[src/rtl/dn_writer.sv]
// -----------------------------------------------------------------------------
// dn_writer
//
// Parses a byte stream of download frames and turns the payload into a
// sequence of single-cycle memory write strobes.
//
// Frame layout:   INDEX, LEN_LO, LEN_HI, N payload bytes [, CHK]
//                 N = {LEN_HI, LEN_LO} + 1   (1 .. 65536)
//
// Optional feature (compile-time macro):
//   DN_WRITER_CHECKSUM_EN - a CHK byte follows the payload. It must equal the
//                           modulo-256 sum of the payload bytes. A mismatch
//                           raises err at frame end. Writes already issued
//                           stay issued.
//
// Parameters:
//   MAX_INDEX - highest accepted memory index. A frame with a larger index
//               is consumed without any writes and raises err at frame end.
//
// Ports:
//   clk_sys  in   system clock, rising edge
//   reset_n  in   asynchronous active-low reset
//   s_data   in   [7:0] incoming byte
//   s_valid  in   s_data valid
//   s_ready  out  byte accepted when s_valid && s_ready
//   abort    in   synchronous frame abort (also blocks byte acceptance)
//   dn_addr  out  [16:0] payload byte offset within the frame
//   dn_data  out  [7:0]  payload byte
//   dn_wr    out  single-cycle write strobe
//   dn_index out  [7:0]  memory index of the current frame
//   dn_busy  out  high from the accepted INDEX byte until frame end
//   done     out  one-cycle pulse at frame end
//   err      out  sticky error, cleared by the next accepted INDEX byte
// -----------------------------------------------------------------------------
module dn_writer #(
    parameter int MAX_INDEX = 3
) (
    input  logic        clk_sys,
    input  logic        reset_n,
    input  logic [7:0]  s_data,
    input  logic        s_valid,
    output logic        s_ready,
    input  logic        abort,
    output logic [16:0] dn_addr,
    output logic [7:0]  dn_data,
    output logic        dn_wr,
    output logic [7:0]  dn_index,
    output logic        dn_busy,
    output logic        done,
    output logic        err
);

`ifdef DN_WRITER_CHECKSUM_EN
    localparam logic CHK_EN_C = 1'b1;
`else
    localparam logic CHK_EN_C = 1'b0;
`endif

    localparam logic [2:0] ST_IDLE   = 3'd0;
    localparam logic [2:0] ST_LEN_LO = 3'd1;
    localparam logic [2:0] ST_LEN_HI = 3'd2;
    localparam logic [2:0] ST_DATA   = 3'd3;
    localparam logic [2:0] ST_CHK    = 3'd4;

    localparam logic [31:0] MAX_INDEX_C = 32'(MAX_INDEX);

    // Running modulo-256 payload checksum.
    function automatic logic [7:0] csum_add(input logic [7:0] acc, input logic [7:0] b);
        logic [7:0] sum;
        sum = acc + b;
        return sum;
    endfunction

    logic [2:0]  state_r;
    logic [15:0] len_r;       // payload length minus one
    logic [16:0] cnt_r;       // offset of the next payload byte
    logic [7:0]  sum_r;
    logic        drop_r;      // current frame index is out of range

    logic [16:0] dn_addr_r;
    logic [7:0]  dn_data_r;
    logic        dn_wr_r;
    logic [7:0]  dn_index_r;
    logic        dn_busy_r;
    logic        done_r;
    logic        err_r;

    logic        accept_s;
    logic        last_pay_s;
    logic        idx_drop_s;

    // The block can take a byte every cycle; only reset and abort hold it off.
    assign s_ready    = reset_n & ~abort;
    assign accept_s   = s_valid & s_ready;
    // cnt_r is one bit wider than len_r so the 65536th byte (offset 0xFFFF)
    // compares without wrap.
    assign last_pay_s = (cnt_r == {1'b0, len_r});
    assign idx_drop_s = ({24'd0, s_data} > MAX_INDEX_C);

    assign dn_addr  = dn_addr_r;
    assign dn_data  = dn_data_r;
    assign dn_wr    = dn_wr_r;
    assign dn_index = dn_index_r;
    assign dn_busy  = dn_busy_r;
    assign done     = done_r;
    assign err      = err_r;

    // Frame parser state machine: one step per accepted byte.
    always_ff @(posedge clk_sys or negedge reset_n) begin
        if (!reset_n) begin
            state_r <= ST_IDLE;
        end else if (abort) begin
            state_r <= ST_IDLE;
        end else if (accept_s) begin
            case (state_r)
                ST_IDLE:   state_r <= ST_LEN_LO;
                ST_LEN_LO: state_r <= ST_LEN_HI;
                ST_LEN_HI: state_r <= ST_DATA;
                ST_DATA: begin
                    if (last_pay_s) begin
                        state_r <= CHK_EN_C ? ST_CHK : ST_IDLE;
                    end else begin
                        state_r <= ST_DATA;
                    end
                end
                ST_CHK:    state_r <= ST_IDLE;
                default:   state_r <= ST_IDLE;
            endcase
        end else if (state_r > ST_CHK) begin
            // Unused encoding: recover to a known state.
            state_r <= ST_IDLE;
        end else begin
            state_r <= state_r;
        end
    end

    // Frame header fields, payload offset counter and checksum accumulator.
    always_ff @(posedge clk_sys or negedge reset_n) begin
        if (!reset_n) begin
            len_r  <= 16'd0;
            cnt_r  <= 17'd0;
            sum_r  <= 8'd0;
            drop_r <= 1'b0;
        end else if (accept_s && !abort) begin
            case (state_r)
                ST_IDLE: begin
                    drop_r <= idx_drop_s;
                    cnt_r  <= 17'd0;
                    sum_r  <= 8'd0;
                end
                ST_LEN_LO: len_r[7:0]  <= s_data;
                ST_LEN_HI: len_r[15:8] <= s_data;
                ST_DATA: begin
                    cnt_r <= cnt_r + 17'd1;
                    sum_r <= csum_add(sum_r, s_data);
                end
                default: begin
                    len_r <= len_r;
                end
            endcase
        end else begin
            len_r <= len_r;
        end
    end

    // Registered write port, status and frame-end signalling.
    always_ff @(posedge clk_sys or negedge reset_n) begin
        if (!reset_n) begin
            dn_addr_r  <= 17'd0;
            dn_data_r  <= 8'd0;
            dn_wr_r    <= 1'b0;
            dn_index_r <= 8'd0;
            dn_busy_r  <= 1'b0;
            done_r     <= 1'b0;
            err_r      <= 1'b0;
        end else begin
            // Strobes default low every cycle; this also drops a write that
            // was about to issue when abort arrives.
            dn_wr_r <= 1'b0;
            done_r  <= 1'b0;
            if (abort) begin
                dn_busy_r <= 1'b0;
                if (state_r != ST_IDLE) begin
                    err_r <= 1'b1;
                end else begin
                    err_r <= err_r;
                end
            end else if (accept_s) begin
                case (state_r)
                    ST_IDLE: begin
                        dn_index_r <= s_data;
                        dn_addr_r  <= 17'd0;
                        dn_busy_r  <= 1'b1;
                        err_r      <= 1'b0;
                    end
                    ST_DATA: begin
                        if (!drop_r) begin
                            dn_wr_r   <= 1'b1;
                            dn_addr_r <= cnt_r;
                            dn_data_r <= s_data;
                        end else begin
                            dn_addr_r <= dn_addr_r;
                        end
                        if (last_pay_s && !CHK_EN_C) begin
                            done_r    <= 1'b1;
                            dn_busy_r <= 1'b0;
                            err_r     <= err_r | drop_r;
                        end else begin
                            dn_busy_r <= dn_busy_r;
                        end
                    end
                    ST_CHK: begin
                        done_r    <= 1'b1;
                        dn_busy_r <= 1'b0;
                        err_r     <= err_r | drop_r | (s_data != sum_r);
                    end
                    default: begin
                        dn_busy_r <= dn_busy_r;
                    end
                endcase
            end else begin
                dn_busy_r <= dn_busy_r;
            end
        end
    end

endmodule

[config.mk]
export PLATFORM = sky130hd
export DESIGN_NAME = dn_writer
export DESIGN_NICKNAME = d
export VERILOG_FILES = /design/src/rtl/dn_writer.sv
export SDC_FILE = /design/constraint.sdc
export NUM_CORES = 1
export LEC_CHECK = 0
export ABC_AREA = 1
export BUFFER_PORTS_ARGS = -buffer_cell sky130_fd_sc_hd__buf_2
export CAP_MARGIN = 15
export CORE_MARGIN = 1.5
export CORE_UTILIZATION = 45
export CTS_BUF_LIST = sky130_fd_sc_hd__clkbuf_16
export DETAILED_ROUTE_END_ITERATION = 10
export PLACE_DENSITY_LB_ADDON = 0.1
export SLEW_MARGIN = 20
export SYNTH_ARGS = -nofsm -noshare
export SYNTH_HDL_FRONTEND = slang
export SYNTH_SLANG_ARGS = --single-unit
[constraint.sdc]
create_clock -name clk_sys -period 1.7 [get_ports clk_sys]
set_input_delay 0.17 -clock clk_sys [delete_from_list [all_inputs] [get_ports clk_sys]]
set_output_delay 0.17 -clock clk_sys [all_outputs]
set_load 0.005 [all_outputs]
==> report_table.html <==
<table>
<tr><th>Metric</th><th>Value</th></tr>
<tr><th colspan="2">Power and ir drop</th></tr>
<tr><td>Switching power share of the total</td><td>26.07%</td></tr>
<tr><td>Flop pwr share</td><td>46.3%</td></tr>
<tr><td>Power Internal</td><td>3.274 mW</td></tr>
<tr><td>VDD IR max</td><td>~0.59 mV</td></tr>
<tr><td>Areal power density over the cells</td><td>1038 nW/um^2</td></tr>
<tr><td>Logic gate share of total power</td><td>between 10 and 15%</td></tr>
<tr><td>Power share of the clock group</td><td>approximately two fifths</td></tr>
<tr><td>Switching power total</td><td>between 1 and 1.5 mW</td></tr>
<tr><td>Leakage power total</td><td>around 2.2 nW</td></tr>
<tr><th colspan="2">Logic synthesis</th></tr>
<tr><td>Synthesized netlist cell count</td><td>425</td></tr>
<tr><td>Flop and latch count out of synthesis</td><td>73</td></tr>
<tr><td>Number of distinct standard cells referenced by the synthesized netlist</td><td>29</td></tr>
<tr><td>Post-Syn Area</td><td>3511 sq um</td></tr>
<tr><td>Post-Synthesis Mean Instance Area</td><td>between 8 and 9 sq um</td></tr>
<tr><td>Number of warnings printed during yosys synthesis</td><td>0</td></tr>
<tr><td>Sequential share of the synthesized area</td><td>52.03%</td></tr>
<tr><td>Synthesized Nets</td><td>between 400 and 500</td></tr>
<tr><th colspan="2">Global route</th></tr>
<tr><td>Congestion Overflow GR</td><td>0</td></tr>
<tr><td>Global-route wire length before repair</td><td>about 14000 um</td></tr>
<tr><td>Vias in the first global route</td><td>approximately 2700</td></tr>
<tr><td>Initial antenna violation count</td><td>0</td></tr>
<tr><td>Largest net degree at the start of global routing</td><td>52</td></tr>
<tr><td>Total Routing Usage GR</td><td>21.53%</td></tr>
<tr><th colspan="2">Floorplanning</th></tr>
<tr><td>Starting utilization of the core area</td><td>between 40% and 50%</td></tr>
<tr><td>I/O pin count</td><td>50</td></tr>
<tr><td>Y dimension of the die</td><td>between 90 and 100 um</td></tr>
<tr><td>Floorplan die width</td><td>91.33 um</td></tr>
<tr><td>Area of the die</td><td>8341 sq um</td></tr>
<tr><td>Number of placement rows</td><td>32</td></tr>
<tr><td>Area inside the core boundary</td><td>about 7600 sq um</td></tr>
<tr><th colspan="2">Timing</th></tr>
<tr><td>Post-layout minimum cycle time</td><td>~1.6 ns</td></tr>
<tr><td>Max transition margin</td><td>a little under three fifths</td></tr>
<tr><td>Number of max-slew violations in the final report</td><td>0</td></tr>
<tr><td>Hold Vio Cnt, Final</td><td>0</td></tr>
<tr><td>Slew @ Worst Pin</td><td>around 0.66 ns</td></tr>
<tr><td>Total Negative Setup Slacks</td><td>0 ns</td></tr>
<tr><td>Max Clock Freq</td><td>approximately 0.61 GHz</td></tr>
<tr><td>Total of endpoints with negative setup slack in the final report</td><td>0</td></tr>
<tr><td>Setup repair after global routing missed its margin</td><td>yes</td></tr>
<tr><td>Post-route clock period utilization</td><td>a little over nine tenths</td></tr>
<tr><td>Setup Skew</td><td>0.005741 ns</td></tr>
<tr><th colspan="2">Worst setup path</th></tr>
<tr><td>Setup crit end kind</td><td>flop</td></tr>
<tr><td>Startpoint kind of the worst setup timing path</td><td>flop</td></tr>
<tr><td>Number of buffers and inverters on the critical path</td><td>1</td></tr>
<tr><td>Gate family responsible for the most delay along the worst path</td><td>simple AND/OR/NAND/NOR gates</td></tr>
<tr><td>Total stage count of the critical path</td><td>9</td></tr>
<tr><td>Cell with the most instances on the worst path</td><td>nand2_1</td></tr>
<tr><td>Critical path class</td><td>reg -&gt; reg</td></tr>
<tr><td>CP Data Arrival Time</td><td>about 1.9 ns</td></tr>
<tr><td>Slowest Stage Delay on Critical Path</td><td>between 0.4 and 0.5 ns</td></tr>
<tr><td>Worst-path cell with the longest stage delay</td><td>dfrtp_1</td></tr>
<tr><td>Required time of the critical path</td><td>between 1.5 and 2 ns</td></tr>
<tr><td>Series of cell instances along the critical path</td><td>inv_2 -&gt; ha_4 -&gt; nor2_4 -&gt; nand2_2 -&gt; nor3_4 -&gt; nand3_2 -&gt; nand2_1 -&gt; nand2_1 -&gt; nor2_1</td></tr>
<tr><td>Crit path max fanout</td><td>5</td></tr>
<tr><td>Depth of the worst register-to-register path</td><td>9</td></tr>
<tr><th colspan="2">Routing</th></tr>
<tr><td>Via count of the routed design</td><td>2947</td></tr>
<tr><td>Detail Route Antenna Nets</td><td>0</td></tr>
<tr><td>Total DRC errors in the routed layout</td><td>0</td></tr>
<tr><td>Via density per instance</td><td>about 4.9</td></tr>
<tr><td>Wire length after detailed routing</td><td>just over 8000 um</td></tr>
<tr><td>Final routed wire length divided by cell count</td><td>13.72 um</td></tr>
<tr><td>Detailed router's first-iteration violation count</td><td>138</td></tr>
<tr><td>Router iterations before antenna repair</td><td>4</td></tr>
<tr><th colspan="2">CTS</th></tr>
<tr><td>CTS tree</td><td>yes</td></tr>
<tr><td>Clock slew at reported path FFs</td><td>0.06 ns</td></tr>
<tr><td>Clock tree root driver cell</td><td>clkbuf_16</td></tr>
<tr><td>Number of clock sinks</td><td>73</td></tr>
<tr><td>H-tree depth</td><td>3</td></tr>
<tr><td>Maximum buffer depth of the clock tree</td><td>2</td></tr>
<tr><td>Worst-Skew Late Latency</td><td>approximately 0.33 ns</td></tr>
<tr><td>Inserted Clock Buffers</td><td>9</td></tr>
<tr><th colspan="2">Finish</th></tr>
<tr><td>Final cell area excluding filler cells</td><td>4268 sq um</td></tr>
<tr><td>Post-Layout Cell Count</td><td>around 600</td></tr>
<tr><td>Area growth, synth to finish</td><td>21.56%</td></tr>
<tr><td>Antenna diode instance count</td><td>0</td></tr>
<tr><td>Share of cells above drive strength 1</td><td>20.84%</td></tr>
<tr><td>Number of nets in the layout</td><td>around 510</td></tr>
<tr><th colspan="2">Place</th></tr>
<tr><td>PortBufs</td><td>between 40 and 50</td></tr>
<tr><td>Final HPWL DP</td><td>a little under 6000 um</td></tr>
<tr><td>Cell Area, Placed</td><td>about 3900 sq um</td></tr>
<tr><td>Cell Count Post-Placement</td><td>about 580</td></tr>
<tr><td>GP Congestion</td><td>a little under 0.9</td></tr>
<tr><th colspan="2">Run status</th></tr>
<tr><td>Run status</td><td>finished, final reports clean</td></tr>
<tr><th colspan="2">Job</th></tr>
<tr><td>Number of max-capacitance violations reported</td><td>0</td></tr>
<tr><th colspan="2">Worst hold path</th></tr>
<tr><td>Class of the tightest hold or removal check</td><td>in -&gt; async</td></tr>
</table>
[flip-flops by register name, summed over array words and instances (netlist names)]
name and count:
err 1, done 1, drop_r 1, dn_busy 1, state_r 2, len_r 16, dn_index 8, dn_wr 1
cnt_r 17, dn_data 8, dn_addr 17
[layer usage]
layer / GRT usage, % / wire length, um / up-vias
met5: 0 / 0 / -
met4: 7.161 / 65 / 0
met3: 3.266 / 253 / 5
met2: 34.27 / 3797 / 52
met1: 30.08 / 4126 / 1389
li1: - / - / 1501
[power groups by stage]
| stage | sequential [mW] | clock, mW | combinational [mW] |
|---|---|---|---|
| floorplan | 2.05 | 0 | 0.359 |
| global placement | 2.07 | 0 | 0.563 |
| detailed placement | 2.07 | 0 | 0.574 |
| CTS | 2.05 | 1.83 | 0.578 |
| global route | 2.07 | 1.89 | 0.701 |
| finish | 2.05 | 1.78 | 0.595 |
[repair_timing]
item	CTS	global route
setup endpoints to repair	0	8
gates resized for setup	0	9
hold buffers	1	0
buffers inserted	0	6
hold endpoints to repair	22	0
[worst paths after layout]
kind / from / to / slack [ns]
setup / recovery: state_r[1]$_DFFE_PN0P_ / cnt_r[11]$_DFFE_PN0P_ / 0.05
min in group clk_sys: s_valid / done$_DFF_PN0_ / 0.14
hold / removal: reset_n / dn_addr[5]$_DFFE_PN0P_ / 0.04
setup reg to reg: state_r[1]$_DFFE_PN0P_ / cnt_r[11]$_DFFE_PN0P_ / 0.05
max in group asynchronous: reset_n / len_r[9]$_DFFE_PN0P_ / 0.70
hold reg to reg: dn_busy$_DFFE_PN0P_ / dn_busy$_DFFE_PN0P_ / 0.47
[cells in the mapped netlist]
| cell type | n | area share [%] |
|---|---|---|
| o22ai_1 | 17 | 3.0 |
| ha_1 | 5 | 1.8 |
| nand2_2 | 1 | 0.18 |
| nand2_4 | 2 | 0.64 |
| nand4_1 | 9 | 1.6 |
| a31oi_1 | 1 | 0.18 |
| nand3_2 | 1 | 0.29 |
| clkbuf_1 | 2 | 0.21 |
| o21ai_1 | 10 | 1.4 |
| nor2_4 | 3 | 0.96 |
| inv_2 | 4 | 0.43 |
| nor3_2 | 1 | 0.29 |
| a21oi_4 | 1 | 0.46 |
| nor3_4 | 1 | 0.46 |
| nor3_1 | 12 | 1.7 |
| buf_6 | 4 | 1.3 |
| xnor2_1 | 2 | 0.50 |
| o2111ai_1 | 1 | 0.25 |
| buf_2 | 4 | 0.57 |
| dfrtp_1 | 73 | 52 |
| o21ai_0 | 37 | 5.3 |
| inv_1 | 67 | 7.2 |
| nor2_1 | 22 | 2.4 |
| buf_4 | 1 | 0.21 |
| nand2_1 | 115 | 12 |
| xor2_1 | 2 | 0.50 |
| nor2_2 | 2 | 0.36 |
| a21oi_1 | 9 | 1.3 |
| nand3_1 | 16 | 2.3 |
[area by class of cell]
| type | count | area, sq um |
|---|---|---|
| multi-input cells | 270 | 1355 |
| fillers | 738 | 3379 |
| repair buffers | 70 | 414.1 |
| well taps | 102 | 127.6 |
| clock buffers | 9 | 225.2 |
| flip-flops and latches | 73 | 1828 |
| inverters | 71 | 266.5 |
| clock inverters | 6 | 51.30 |
[worst min-delay path: cells and delay by family]
family | cells | cell delay [ns]
buffers and inverters | 3 | 0.59
[kinds of logic (layout without fill, tap and decap cells)]
kind of cell	after synthesis	count (layout)	share of synthesized area (%)
AO/OA/AOI/OAI	76	76	11.90
flip-flops	73	73	52.03
adder cells (fa/ha/maj)	5	5	1.782
XOR/XNOR	4	4	0.9980
buffers and inverters	82	156	9.872
AND/OR/NAND/NOR	185	185	23.41
[cells in the final DEF (no fill, tap or decap), drive strengths merged]
master        count
o2111ai           1
xnor2             2
ha                5
nor2             27
a21oi            10
o22ai            17
a31oi             1
inv              72
clkbuf            9
nand2           118
buf              69
clkinv            4
o21ai            47
bufinv            1
nand4             9
xor2              2
nor3             14
nand3            17
dlymetal6s4s      1
dfrtp            73
[metrics by stage]
step | power (mW) | hold WS (ns) | util (%) | worst slack [ns]
floorplan | 2.405 | -0.1256 | - | 0.1989
global route | 4.664 | 0.07101 | 55.81 | -0.03435
global placement | 2.632 | 0.2033 | 51.15 | 0.08063
detailed placement | 2.648 | 0.2095 | 51.15 | 0.06074
CTS | 4.453 | 0.1438 | 54.89 | 0.03585
finish | 4.429 | 0.03703 | 55.81 | 0.05294
Power figures use the tool's default switching activity.
